$ cat src/rtl/digit_source_arbiter_if.sv
// Digit-source bus: NCH packed producer words in, one selected display word out.
interface digit_source_arbiter_if #(
    parameter int NCH     = 2,
    parameter int DIGIT_W = 5
);
    localparam int CH_W = $clog2(NCH);

    logic [NCH*DIGIT_W-1:0] ch_data;
    logic [NCH-1:0]         ch_valid;
    logic [1:0]             mode;
    logic [CH_W-1:0]        sel;
    logic [DIGIT_W-1:0]     digit_holder;
    logic [CH_W-1:0]        active_ch;
    logic                   updated;

    modport master (
        output ch_data, ch_valid, mode, sel,
        input  digit_holder, active_ch, updated
    );

    modport slave (
        input  ch_data, ch_valid, mode, sel,
        output digit_holder, active_ch, updated
    );
endinterface

$ cat src/rtl/digit_source_arbiter.sv
// Selects one of NCH digit producers for the 7-segment driver.
// Modes: manual, last-event, auto-rotate, freeze.
module digit_source_arbiter #(
    parameter int NCH     = 2,
    parameter int DIGIT_W = 5,
    parameter int DWELL   = 100000000
) (
    input  logic                  CLK100MHZ,
    input  logic                  CPU_RESET,
    digit_source_arbiter_if.slave bus
);
    localparam int CH_W  = $clog2(NCH);
    localparam int CNT_W = $clog2(DWELL);

    typedef enum logic [1:0] {
        MODE_MANUAL = 2'b00,
        MODE_LAST   = 2'b01,
        MODE_ROTATE = 2'b10,
        MODE_FREEZE = 2'b11
    } mode_e;

    mode_e              mode;
    logic [DIGIT_W-1:0] ch_word [NCH];
    logic [DIGIT_W-1:0] shadow  [NCH];
    logic [CNT_W-1:0]   cnt, cnt_nxt;
    logic [CH_W-1:0]    nxt;
    logic [DIGIT_W-1:0] nxt_digit;
    logic [DIGIT_W-1:0] digit_holder;
    logic [CH_W-1:0]    active_ch;
    logic               updated;
    logic               dwell_end;

    assign mode = mode_e'(bus.mode);

    for (genvar g = 0; g < NCH; g++) begin : g_ch
        assign ch_word[g] = bus.ch_data[g*DIGIT_W +: DIGIT_W];

        // Shadows keep capturing in every mode, freeze included.
        always_ff @(posedge CLK100MHZ) begin
            if (CPU_RESET)
                shadow[g] <= '0;
            else if (bus.ch_valid[g])
                shadow[g] <= ch_word[g];
        end
    end

    assign dwell_end = (cnt == CNT_W'(DWELL - 1));

    always_comb begin
        nxt     = active_ch;
        cnt_nxt = '0;
        case (mode)
            MODE_MANUAL: begin
                if (int'(bus.sel) < NCH)
                    nxt = bus.sel;
            end
            MODE_LAST: begin
                // Descending scan so the lowest strobing index is written last.
                for (int i = NCH - 1; i >= 0; i--)
                    if (bus.ch_valid[i])
                        nxt = CH_W'(i);
            end
            MODE_ROTATE: begin
                cnt_nxt = dwell_end ? '0 : cnt + 1'b1;
                if (dwell_end)
                    nxt = (active_ch == CH_W'(NCH - 1)) ? '0 : active_ch + 1'b1;
            end
            default: nxt = active_ch;
        endcase
        nxt_digit = bus.ch_valid[nxt] ? ch_word[nxt] : shadow[nxt];
    end

    always_ff @(posedge CLK100MHZ) begin
        if (CPU_RESET) begin
            cnt          <= '0;
            active_ch    <= '0;
            digit_holder <= '0;
            updated      <= 1'b0;
        end else begin
            cnt <= cnt_nxt;
            if (mode != MODE_FREEZE) begin
                active_ch    <= nxt;
                digit_holder <= nxt_digit;
                updated      <= (nxt_digit != digit_holder) || (nxt != active_ch);
            end else begin
                updated      <= 1'b0;
            end
        end
    end

    assign bus.digit_holder = digit_holder;
    assign bus.active_ch    = active_ch;
    assign bus.updated      = updated;
endmodule

$ cat src/flat_wrapper.sv
// flat-port wrapper written by rule: the top's interface ports become plain ports
module digit_source_arbiter_flat 
#(
    parameter int NCH     = 2,
    parameter int DIGIT_W = 5,
    parameter int DWELL   = 100000000
)
  (CLK100MHZ, CPU_RESET, bus_ch_data, bus_ch_valid, bus_mode, bus_sel, bus_digit_holder, bus_active_ch, bus_updated);
  digit_source_arbiter_if #(.NCH(NCH), .DIGIT_W(DIGIT_W)) bus_i ();
  input  logic CLK100MHZ;
  input  logic CPU_RESET;
  input wire logic [$bits(bus_i.ch_data)-1:0] bus_ch_data;
  input wire logic [$bits(bus_i.ch_valid)-1:0] bus_ch_valid;
  input wire logic [$bits(bus_i.mode)-1:0] bus_mode;
  input wire logic [$bits(bus_i.sel)-1:0] bus_sel;
  output wire logic [$bits(bus_i.digit_holder)-1:0] bus_digit_holder;
  output wire logic [$bits(bus_i.active_ch)-1:0] bus_active_ch;
  output wire logic [$bits(bus_i.updated)-1:0] bus_updated;
  assign bus_i.ch_data = bus_ch_data;
  assign bus_i.ch_valid = bus_ch_valid;
  assign bus_i.mode = bus_mode;
  assign bus_i.sel = bus_sel;
  assign bus_digit_holder = bus_i.digit_holder;
  assign bus_active_ch = bus_i.active_ch;
  assign bus_updated = bus_i.updated;
  digit_source_arbiter #(.NCH(NCH), .DIGIT_W(DIGIT_W), .DWELL(DWELL)) u_core (.CLK100MHZ(CLK100MHZ), .CPU_RESET(CPU_RESET), .bus(bus_i));
endmodule
$ cat config.mk
export PLATFORM = sky130hd
export DESIGN_NAME = digit_source_arbiter_flat
export DESIGN_NICKNAME = d
export VERILOG_FILES = /design/src/rtl/digit_source_arbiter_if.sv /design/src/rtl/digit_source_arbiter.sv /design/src/flat_wrapper.sv
export SDC_FILE = /design/constraint.sdc
export NUM_CORES = 1
export LEC_CHECK = 0
export ABC_AREA = 1
export ABC_CLOCK_PERIOD_IN_PS = 6800
export CORE_MARGIN = 4
export CORE_UTILIZATION = 50
export CTS_CLUSTER_DIAMETER = 60
export DETAILED_ROUTE_END_ITERATION = 12
export PLACE_DENSITY_LB_ADDON = 0.25
export SLEW_MARGIN = 10
export SYNTH_ARGS = -nofsm -noshare
export SYNTH_HDL_FRONTEND = slang
export SYNTH_SLANG_ARGS = --single-unit
$ cat constraint.sdc
create_clock -name CLK100MHZ -period 6.8 [get_ports CLK100MHZ]
set_clock_uncertainty 0.2 [all_clocks]
set_input_delay 0.68 -clock CLK100MHZ [delete_from_list [all_inputs] [get_ports CLK100MHZ]]
set_output_delay 0.68 -clock CLK100MHZ [all_outputs]
set_load 0.005 [all_outputs]
==> flow_summary_export.csv, run 1 <==
group,metric,value,unit
outcome,outcome,"completed",
drt,wirelength,5100,µm
cts,clock_path_buffers,2,
drt,routedWlPerCell,11.9,µm
floorplan,start_util,51.6,%
finish,final_cell_mix,"88 x nand2_1, 54 x inv_1, 39 x nor2_1, 34 x nand3_1, 34 x dfxtp_1",
pwr,seqPwrFrac,50.1,%
timing,finalCritPeriodShare,45.6,%
synthesis,ys_seq_area_share,40.5,%
synthesis,synth-xor-area-share,2.17,%
drt,dr.pass1.iters,4,
timing,max_freq,0.323,GHz
flow_run,max_cap_violations,0,
synthesis,synth_edf_count,10,
floorplan,io_pins,24,
drt,vias_per_cell,5.01,
grt,grt_remaining_overflow,0,
pwr,p_int,418,µW
finish,final_util,59.8,%
cts,post-cts-setup-buffers,0,
worst_setup_path,critPathKind,"input pin to flop",
grt,antenna_found_initial,0,
pwr,switchingPower,146,µW
synthesis,avgSynthCellArea,6.98,µm²
grt,grt_max_degree,19,
drt,ant_nets,0,
pwr,pwr-share-comb,14.9,%
cts,clk_pin_slew,80,ps
worst_setup_path,reg2reg_to,"u_core.bus.updated$_SDFF_PP0_",
pwr,leakage,1.19,nW
floorplan,dieHeight,77.6,µm
timing,fin_crit,3100,ps
grt,grt_pass1_vias,1884,
timing,setup_tns,0,ps
cts,hold_buffers,0,
worst_setup_path,crit_required,6800,ps
timing,rsz0062_at_grt,"no",
synthesis,ys_ff_latch,44,
finish,drive_gt1_share,8.82,%
floorplan,core,4690,µm²
timing,slew_violations,0,
worst_setup_path,crit-reg2reg-launch,"u_core.cnt[0]$_SDFF_PP0_",
placed_design,dp_hpwl,3990,µm
synthesis,async_reset_ff_share,0,%
timing,final_hold_viol_count,0,
min_path,holdPathEnd,"u_core.cnt[0]$_SDFF_PP0_",
finish,final_common_cell,"nand2_1",
worst_setup_path,cp_max_fo,17,
cts,cts_htree_levels,2,
worst_setup_path,cp_top_family,"simple AND/OR/NAND/NOR gates",
pwr,p_clk_share,35.0,%
finish,fin_nets,391,
synthesis,yosysUniqueCellTypes,36,
worst_setup_path,slowest_delay,630,ps
synthesis,synth_compound_area_share,8.27,%
grt,grt_first_pass_wirelength,8460,µm
placed_design,dpl.cell_count,420,
synthesis,yosys_warnings,0,
timing,setup_viol,0,
finish,areaGrowthSynthToFinish,15.9,%
drt,drc_errors,0,
min_path,hold_depth,1,
worst_setup_path,path_buf_inv,3,
floorplan,dieArea,6020,µm²
synthesis,postSynthNetCount,365,
min_path,hold_path_class,"flop to flop",
synthesis,yosys.area_share.simple,38.3,%
cts,cts_tree,"yes",
synthesis,synthCells,347,
finish,diodes,0,
placed_design,port_buffers,23,
worst_setup_path,rr_worst_depth,18,
timing,worstMarginPinSlew,779,ps
min_path,holdCritStartpoint,"u_core.cnt[0]$_SDFF_PP0_",
cts,cts.sinks,44,
cts,cts_made_buffers,5,
worst_setup_path,cp_common_cell,"nand2_1",
synthesis,synthAdderAreaFrac,0.517,%
floorplan,rows,25,
synthesis,netlist_area,2420,µm²
worst_setup_path,critical_path_arrival,3100,ps
pwr,total_power,564,µW
finish,fin_cells,428,
worst_setup_path,slowest_stage,"a22oi_2",
grt,grt_usage,17.6,%
pwr,power.density,201,nW/µm²
pwr,ir_drop,0.000126,V
cts,root_buffer,"clkbuf_8",
worst_setup_path,worstPathCellList,"clkdlybuf4s50_1 > nand2_2 > inv_1 > a22oi_2 > nand2_4 > nand2_1 > nand2_2 > nand2_1 > nand2_1 > nand2_1 > nand2_1 > nor2_1 > nand3_1 > nand2_1 > inv_1",
synthesis,synth_flop_cell,"dfxtp_1",
cts,clkLatencyLatePin,300,ps
pwr,switching_share,25.9,%
cts,cts_resized,0,
drt,vias,2144,
drt,drt-initial-drc-count,150,
worst_setup_path,start_kind,"input pin",
worst_setup_path,end_kind,"flop",
synthesis,synthMuxAreaShare,0,%
worst_setup_path,reg2reg_slack,4180,ps
floorplan,die_w,77.6,µm
placed_design,gp_congestion,0.859,
timing,maxSlewHeadroom,47.9,%
finish,fill_cells,447,
placed_design,post-place-ws,3390,ps
synthesis,synth_top_family_by_area,"simple AND/OR/NAND/NOR gates",
timing,fin_ws,3700,ps
## sequential cells by signal, summed over array words and instances, names as in the netlist
| register | count |
|---|---|
| u_core.bus.active_ch | 1 |
| u_core.cnt | 27 |
| u_core.bus.digit_holder | 5 |
| u_core.shadow | 10 |
| u_core.bus.updated | 1 |
## power groups by stage
stage	clock network (mW)	registers, mW	logic (mW)
floorplan	0	0.287	0.0532
CTS	0.201	0.283	0.0836
global placement	0	0.289	0.0831
detailed placement	0	0.289	0.0833
finish	0.197	0.283	0.0837
global route	0.214	0.284	0.0942
## metrics by stage
stage          hold WS, ps  instance area, µm²
2_1_floorplan          213                2420
3_3_place_gp           229                2690
3_5_place_dp           243                2690
4_1_cts                257                2810
5_1_grt                289                2810
6_report               249                2810
## per-layer routing
metal	track usage [%]	share of wire [%]
met1	26.1	54
met5	0	0
met3	4.41	4.4
met2	25.2	40
met4	4.80	0.92
## cells by family after synthesis
kind of cell | Yosys count
AO/OA/AOI/OAI | 35
XOR/XNOR | 6
adder cells (fa/ha/maj) | 1
buffers and inverters | 62
flip-flops | 44
AND/OR/NAND/NOR | 199
## cell usage after synthesis (2+ instances only)
cell,count,area [µm²]
nand2_1,88,330
inv_1,54,203
nor2_1,39,146
dfxtp_1,34,681
nand3_1,34,170
a21oi_1,17,85.1
edfxtp_1,10,300
o21ai_0,9,45.0
nor2_2,7,43.8
nor3_1,7,35.0
nand2_2,6,37.5
nor4_1,4,25.0
o211ai_1,4,30.0
xor2_1,4,35.0
inv_2,3,11.3
nand4_1,3,18.8
buf_4,2,15.0
nand3b_1,2,15.0
o21a_1,2,15.0
xnor2_1,2,17.5
## layout make-up
class	count	area (µm²)	area share [%]
Clock inverter	1	8.76	0.312
Inverter	58	218	7.76
Multi-Input combinational cell	241	1190	42.5
Timing Repair Buffer	23	230	8.21
Sequential cell	44	981	35.0
Tap cell	54	67.6	2.41
Clock buffer	7	108	3.84
## worst reg2reg max path, cell delays in order (launching register included)
cell and delay (ps):
dfxtp_1 360, ha_1 170, nand2_1 90, nor2_2 120
nand2_1 100, nor2_2 160, nand2_1 100, nand2_2 90
nand3_4 170, nand2_4 220, nand2_1 90, nand2_2 140
nand2_1 100, nand3_1 90, nand2_1 60, nor2_1 100
nand3_1 80, nand2_1 60, inv_1 40
## how the worst max path moves through the flow
| stage | slack [ps] | to | depth (start not counted) | from |
|---|---|---|---|---|
| 5_1_grt | 3430 | u_core.bus.updated$_SDFF_PP0_ | 15 | bus_mode[0] |
| 4_1_cts | 3700 | u_core.bus.updated$_SDFF_PP0_ | 15 | bus_mode[0] |
| 3_5_place_dp | 3390 | u_core.bus.updated$_SDFF_PP0_ | 15 | bus_mode[0] |
| 6_report | 3700 | u_core.bus.updated$_SDFF_PP0_ | 15 | bus_mode[0] |
| 3_3_place_gp | 3480 | u_core.bus.updated$_SDFF_PP0_ | 15 | bus_mode[0] |
| 2_1_floorplan | 4470 | u_core.bus.updated$_SDFF_PP0_ | 13 | bus_mode[0] |
Note: power is estimated with default switching activity, not from simulation.
==> inputs of run 2 (changes only) <==
Settings changed: ABC_CLOCK_PERIOD_IN_PS 6800 to 2700.
Clock period 6.8 ns to 2.7 ns, I/O delays scaled along.
==> run 2 against run 1 <==
Against the previous run:
- count of clock-buffer cells in the layout unchanged
- final area up 3.3%
- register-to-register slack worse by 3900 ps
- critical path type is now flop to flop
- wire length down 0.79%
- worst setup slack worse by 3400 ps
- sequential power rose to 2.5 times the previous value
- highest routed layer unchanged
==> flow_summary_export.csv, run 2 (synthesis gave the netlist of run 1 again) <==
group,metric,value,unit
grt,grt.met3_usage,3.83,%
placed_design,gp_congestion,0.899,
cts,root_buffer,"clkbuf_8",
worst_setup_path,critical_path_arrival,2420,ps
floorplan,core,4690,µm²
finish,drive_gt1_share,11.5,%
worst_setup_path,crit-reg2reg-launch,"u_core.cnt[0]$_SDFF_PP0_",
placed_design,port_buffers,23,
min_path,hold_path_class,"flop to flop",
pwr,power.density,500,nW/µm²
timing,final_hold_viol_count,0,
drt,vias_per_cell,5.09,
cts,clock_path_buffers,2,
worst_setup_path,start_kind,"flop",
outcome,outcome,"completed",
timing,fin_ws,282,ps
drt,wirelength,5060,µm
grt,grt_pass1_vias,1927,
worst_setup_path,critPathKind,"flop to flop",
grt,top_usage_layer,"met2",
timing,maxSlewHeadroom,63.6,%
pwr,ir_drop,0.000387,V
grt,grt_max_degree,18,
cts,cts_tree,"yes",
floorplan,start_util,51.6,%
placed_design,post-place-ws,71.3,ps
drt,ant_nets,0,
timing,slew_violations,0,
grt,grt_first_pass_wirelength,8530,µm
timing,fin_crit,2420,ps
finish,final_common_cell,"nand2_1",
timing,setup_tns,0,ps
floorplan,rows,25,
grt,grt_remaining_overflow,0,
timing,holdWs,216,ps
drt,dr.pass1.iters,4,
worst_setup_path,rr_worst_depth,18,
timing,rsz0062_at_grt,"no",
cts,clkLatencyLatePin,300,ps
timing,max_freq,0.414,GHz
cts,clk_pin_slew,80,ps
min_path,holdCritStartpoint,"u_core.cnt[0]$_SDFF_PP0_",
grt,grtUsageMet1,23.9,%
floorplan,dieHeight,77.6,µm
floorplan,dieArea,6020,µm²
cts,cts_htree_levels,2,
drt,drt-initial-drc-count,101,
min_path,hold_depth,1,
floorplan,die_w,77.6,µm
grt,antenna_found_initial,0,
timing,finalCritPeriodShare,89.6,%
grt,grtUsageMet2,26.9,%
placed_design,dp_hpwl,3820,µm
floorplan,io_pins,24,
cts,cts_made_buffers,5,
flow_run,max_cap_violations,0,
worst_setup_path,crit_required,2700,ps
drt,routedWlPerCell,11.6,µm
finish,fin_nets,399,
finish,areaGrowthSynthToFinish,19.7,%
grt,grt_usage,17.5,%
finish,final_cell_mix,"88 x nand2_1, 54 x inv_1, 37 x nor2_1, 33 x nand3_1, 33 x dfxtp_1",
timing,worstMarginPinSlew,547,ps
finish,largest_reg_flops,27,
finish,reg.largest.list,"u_core.cnt: 27 flops, u_core.shadow: 10 flops, u_core.bus.digit_holder: 5 flops",
worst_setup_path,end_kind,"flop",
worst_setup_path,cp_max_fo,16,
finish,fin_cells,435,
cts,cts.sinks,44,
finish,diodes,0,
timing,setup_viol,0,
drt,drc_errors,0,
pwr,leakage,1.23,nW
placed_design,dpl.cell_count,425,
worst_setup_path,reg2reg_to,"u_core.bus.updated$_SDFF_PP0_",
drt,vias,2215,
min_path,holdPathEnd,"u_core.cnt[0]$_SDFF_PP0_",
finish,largest-register,"u_core.cnt",
worst_setup_path,reg2reg_slack,280,ps
## run 2: cell count changes in the layout (fill, tap and decap cells not counted), moves of 2 or more
cell / before / now
buf_4: 0 / 8
nand2_2: 6 / 4
nor2_1: 39 / 37
nor2_2: 7 / 9
## run 2: worst max-delay path by stage
stage                              from                       endpoint  slack [ps]  depth (start not counted)
6_report       u_core.cnt[0]$_SDFF_PP0_  u_core.bus.updated$_SDFF_PP0_         280                         18
5_1_grt        u_core.cnt[1]$_SDFF_PP0_  u_core.bus.updated$_SDFF_PP0_          20                         18
4_1_cts        u_core.cnt[0]$_SDFF_PP0_  u_core.bus.updated$_SDFF_PP0_          80                         18
3_5_place_dp            bus_ch_valid[0]  u_core.bus.updated$_SDFF_PP0_          70                         16
3_3_place_gp                bus_mode[0]  u_core.bus.updated$_SDFF_PP0_         170                         15
2_1_floorplan  u_core.cnt[0]$_SDFF_PP0_      u_core.cnt[24]$_SDFF_PP0_         570                         14
## run 2: final cells by class
cell class | instances | area, µm²
flip-flops and latches | 44 | 982
fillers | 428 | 1790
multi-input cells | 241 | 1220
repair buffers | 31 | 290
well taps | 54 | 67.6
inverters | 58 | 218
clock buffers | 7 | 119
## run 2: metrics by stage
step                      cell area, µm²  util, %  total power, mW
final                               2900     61.8             1.45
after global routing                2900     61.8             1.52
after CTS                           2850     60.6             1.46
after detailed placement            2730     58.1            0.939
after global placement              2730     58.1            0.935
after floorplan                     2420        -            0.858
## run 2: routing by layer
layer	wire (µm)	vias up	share of wire (%)
met1	2510	987	50
met5	0	-	0
li1	-	1171	-
met3	260	6	5.1
met2	2220	51	44
met4	71	0	1.4
## run 2: repair_timing
item	4_1_cts	5_1_grt
buffers inserted	0	3
resized for setup	0	7
hold buffers	0	0
setup endpoints to repair	0	3
endpoints found under the hold margin	0	0
## run 2: report_power, final
group,leakage (nW),internal [mW],switching (mW)
registers,0.384,0.696,0.0154
logic,0.787,0.0986,0.122
clock network,0.0606,0.290,0.226
total,1.23,1.08,0.364
## run 2: worst max-delay path: stages (launching register included)
cell and delay, ps:
dfxtp_2 340, ha_1 160, nand2_1 90, nor2_2 110, nand2_1 100, nor2_2 140
nand3_1 130, nand3_4 170, nand2_8 110, nand2_1 140, nand2_4 90, nand2_1 90
nand2_1 70, nand2_1 70, nand2_1 60, nor2_1 90, nand3_1 80, nand2_1 60
inv_1 30
==> inputs of run 3 (changes only) <==
Settings changed: ABC_CLOCK_PERIOD_IN_PS 2700 to 2500, HOLD_SLACK_MARGIN from default to 0.12.
Clock period 2.7 ns to 2.5 ns, I/O delays scaled along.
==> run 3 against run 2 <==
Against the previous run:
- sequential share of layout area decreased by 1.9 points
- first-iteration DRC count up 78%
- worst setup slack got worse by 170 ps
- clock power is 4.5% higher
- global-route usage grew 0.41 points
- final area is 6.2% higher
- register-to-register slack got worse by 170 ps
- utilization rose by 3.8 points
- highest routed layer unchanged
==> flow_summary_export.csv, run 3 (synthesis gave the netlist of run 1 again) <==
group,metric,value,unit
grt,grt_max_degree,18,
floorplan,io_pins,24,
cts,cts.sinks,44,
timing,setup_viol,0,
cts,cts_htree_levels,2,
finish,final_cell_mix,"83 x nand2_1, 53 x inv_1, 37 x nor2_1, 33 x nand3_1, 32 x dfxtp_1",
outcome,outcome,"completed",
cts,clk_pin_slew,80,ps
timing,slew_violations,0,
floorplan,die_w,77.6,µm
worst_setup_path,start_kind,"flop",
drt,ant_nets,0,
cts,cts_tree,"yes",
finish,drive_gt1_share,17.6,%
floorplan,rows,25,
timing,finalCritPeriodShare,95.4,%
finish,fin_nets,415,
pwr,leakage,1.31,nW
timing,final_hold_viol_count,0,
finish,reg.largest.list,"u_core.cnt: 27 flops, u_core.shadow: 10 flops, u_core.bus.digit_holder: 5 flops",
cts,cts_made_buffers,5,
floorplan,start_util,51.6,%
placed_design,port_buffers,23,
drt,vias_per_cell,5.14,
finish,fill_cells,418,
worst_setup_path,end_kind,"flop",
drt,vias,2324,
grt,grt_first_pass_wirelength,8760,µm
timing,fin_crit,2390,ps
worst_setup_path,critical_path_arrival,2390,ps
worst_setup_path,slowest_stage,"dfxtp_2",
cts,clock_path_buffers,2,
finish,final_util,65.6,%
min_path,hold_path_class,"flop to flop",
grt,grt_usage,18.0,%
drt,routedWlPerCell,12.2,µm
worst_setup_path,critPathKind,"flop to flop",
timing,maxSlewHeadroom,73.4,%
worst_setup_path,slowest_delay,370,ps
pwr,power.density,512,nW/µm²
placed_design,dp_hpwl,3920,µm
flow_run,max_cap_violations,0,
drt,drt-initial-drc-count,180,
finish,final_common_cell,"nand2_1",
floorplan,core,4690,µm²
drt,drc_errors,0,
floorplan,dieArea,6020,µm²
placed_design,gp_congestion,0.912,
timing,max_freq,0.419,GHz
finish,areaGrowthSynthToFinish,27.1,%
drt,dr.pass1.iters,4,
finish,diodes,0,
floorplan,dieHeight,77.6,µm
grt,grt_remaining_overflow,0,
timing,worstMarginPinSlew,397,ps
worst_setup_path,worstPathCellList,"ha_4 > nand2_2 > nor2_4 > nand2_2 > nor2_4 > nand2_2 > nand2_2 > nand3_4 > nand2_8 > nand2_1 > nand2_4 > nand2_1 > nand3_1 > nand2_1 > nor2_1 > nand3_1 > nand2_1 > inv_1",
cts,clkLatencyLatePin,300,ps
worst_setup_path,crit_required,2500,ps
cts,root_buffer,"clkbuf_8",
pwr,ir_drop,0.000260,V
pwr,total_power,1.58,mW
grt,antenna_found_initial,0,
worst_setup_path,cp_max_fo,8,
finish,largest-register,"u_core.cnt",
drt,wirelength,5520,µm
grt,grt_pass1_vias,2010,
finish,largest_reg_flops,27,
==> run 3: cell count changes in the layout (fill, tap and decap cells not counted), sizes merged <==
cell and delta:
clkinv +1, buf +14, nand3 +1, nand2 +1
==> run 3: worst max-delay path, delay by kind of cell, from the launching register on <==
family | cells | cell delay, ps
simple gates | 16 | 1560
flops | 1 | 370
fa+ha+maj | 1 | 140
buf+inv | 1 | 30
==> run 3: routing by layer <==
| layer | part of all wire [%] | routed length, µm | track usage [%] | vias to the layer above |
|---|---|---|---|---|
| li1 | - | - | - | 1209 |
| met1 | 48 | 2650 | 25.2 | 1030 |
| met2 | 44 | 2450 | 26.9 | 77 |
| met3 | 6.6 | 362 | 4.52 | 8 |
| met4 | 1.1 | 61 | 5.69 | 0 |
| met5 | 0 | 0 | 0 | - |
==> run 3: final timing paths <==
check	start	endpoint	slack (ps)	cells past startpoint
worst max register to register	u_core.cnt[0]$_SDFF_PP0_	u_core.bus.updated$_SDFF_PP0_	110	18
worst min-delay path	u_core.cnt[0]$_SDFF_PP0_	u_core.cnt[0]$_SDFF_PP0_	250	1
worst min register to register	u_core.cnt[0]$_SDFF_PP0_	u_core.cnt[0]$_SDFF_PP0_	250	1
worst max-delay path	u_core.cnt[0]$_SDFF_PP0_	u_core.bus.updated$_SDFF_PP0_	110	18
==> run 3: what timing repair did <==
| item | CTS | global route |
|---|---|---|
| endpoints found under the hold margin | 0 | 0 |
| resized for setup | 0 | 20 |
| hold buffers | 0 | 0 |
| endpoints found under the setup margin | 0 | 6 |
| setup buffers | 0 | 10 |
==> run 3: final cells by class <==
| type | count | area, µm² | share of cell area [%] |
|---|---|---|---|
| Inverter | 58 | 218 | 7.07 |
| Clock inverter | 1 | 8.76 | 0.285 |
| Sequential cell | 44 | 983 | 32.0 |
| Multi-Input combinational cell | 243 | 1280 | 41.7 |
| Tap cell | 54 | 67.6 | 2.20 |
| Clock buffer | 7 | 108 | 3.50 |
| Timing Repair Buffer | 45 | 409 | 13.3 |
==> run 3: stage by stage <==
| step | std cells | hold slack (ps) | setup TNS (ps) | setup WS [ps] | area [µm²] |
|---|---|---|---|---|---|
| floorplan | 347 | 119 | 0 | 368 | 2420 |
| global route | 452 | 269 | -76.8 | -76.8 | 3080 |
| detailed placement | 431 | 238 | -31.0 | -31.0 | 2780 |
| global placement | 431 | 229 | 0 | 49.7 | 2780 |
| CTS | 439 | 249 | 0 | 4.79 | 2900 |
| finish | 452 | 249 | 0 | 114 | 3080 |
==> run 3: where the power goes <==
part           switching (mW)  internal [mW]
combinational           0.142          0.125
sequential             0.0185          0.752
clock                   0.252          0.287
total                   0.413           1.16
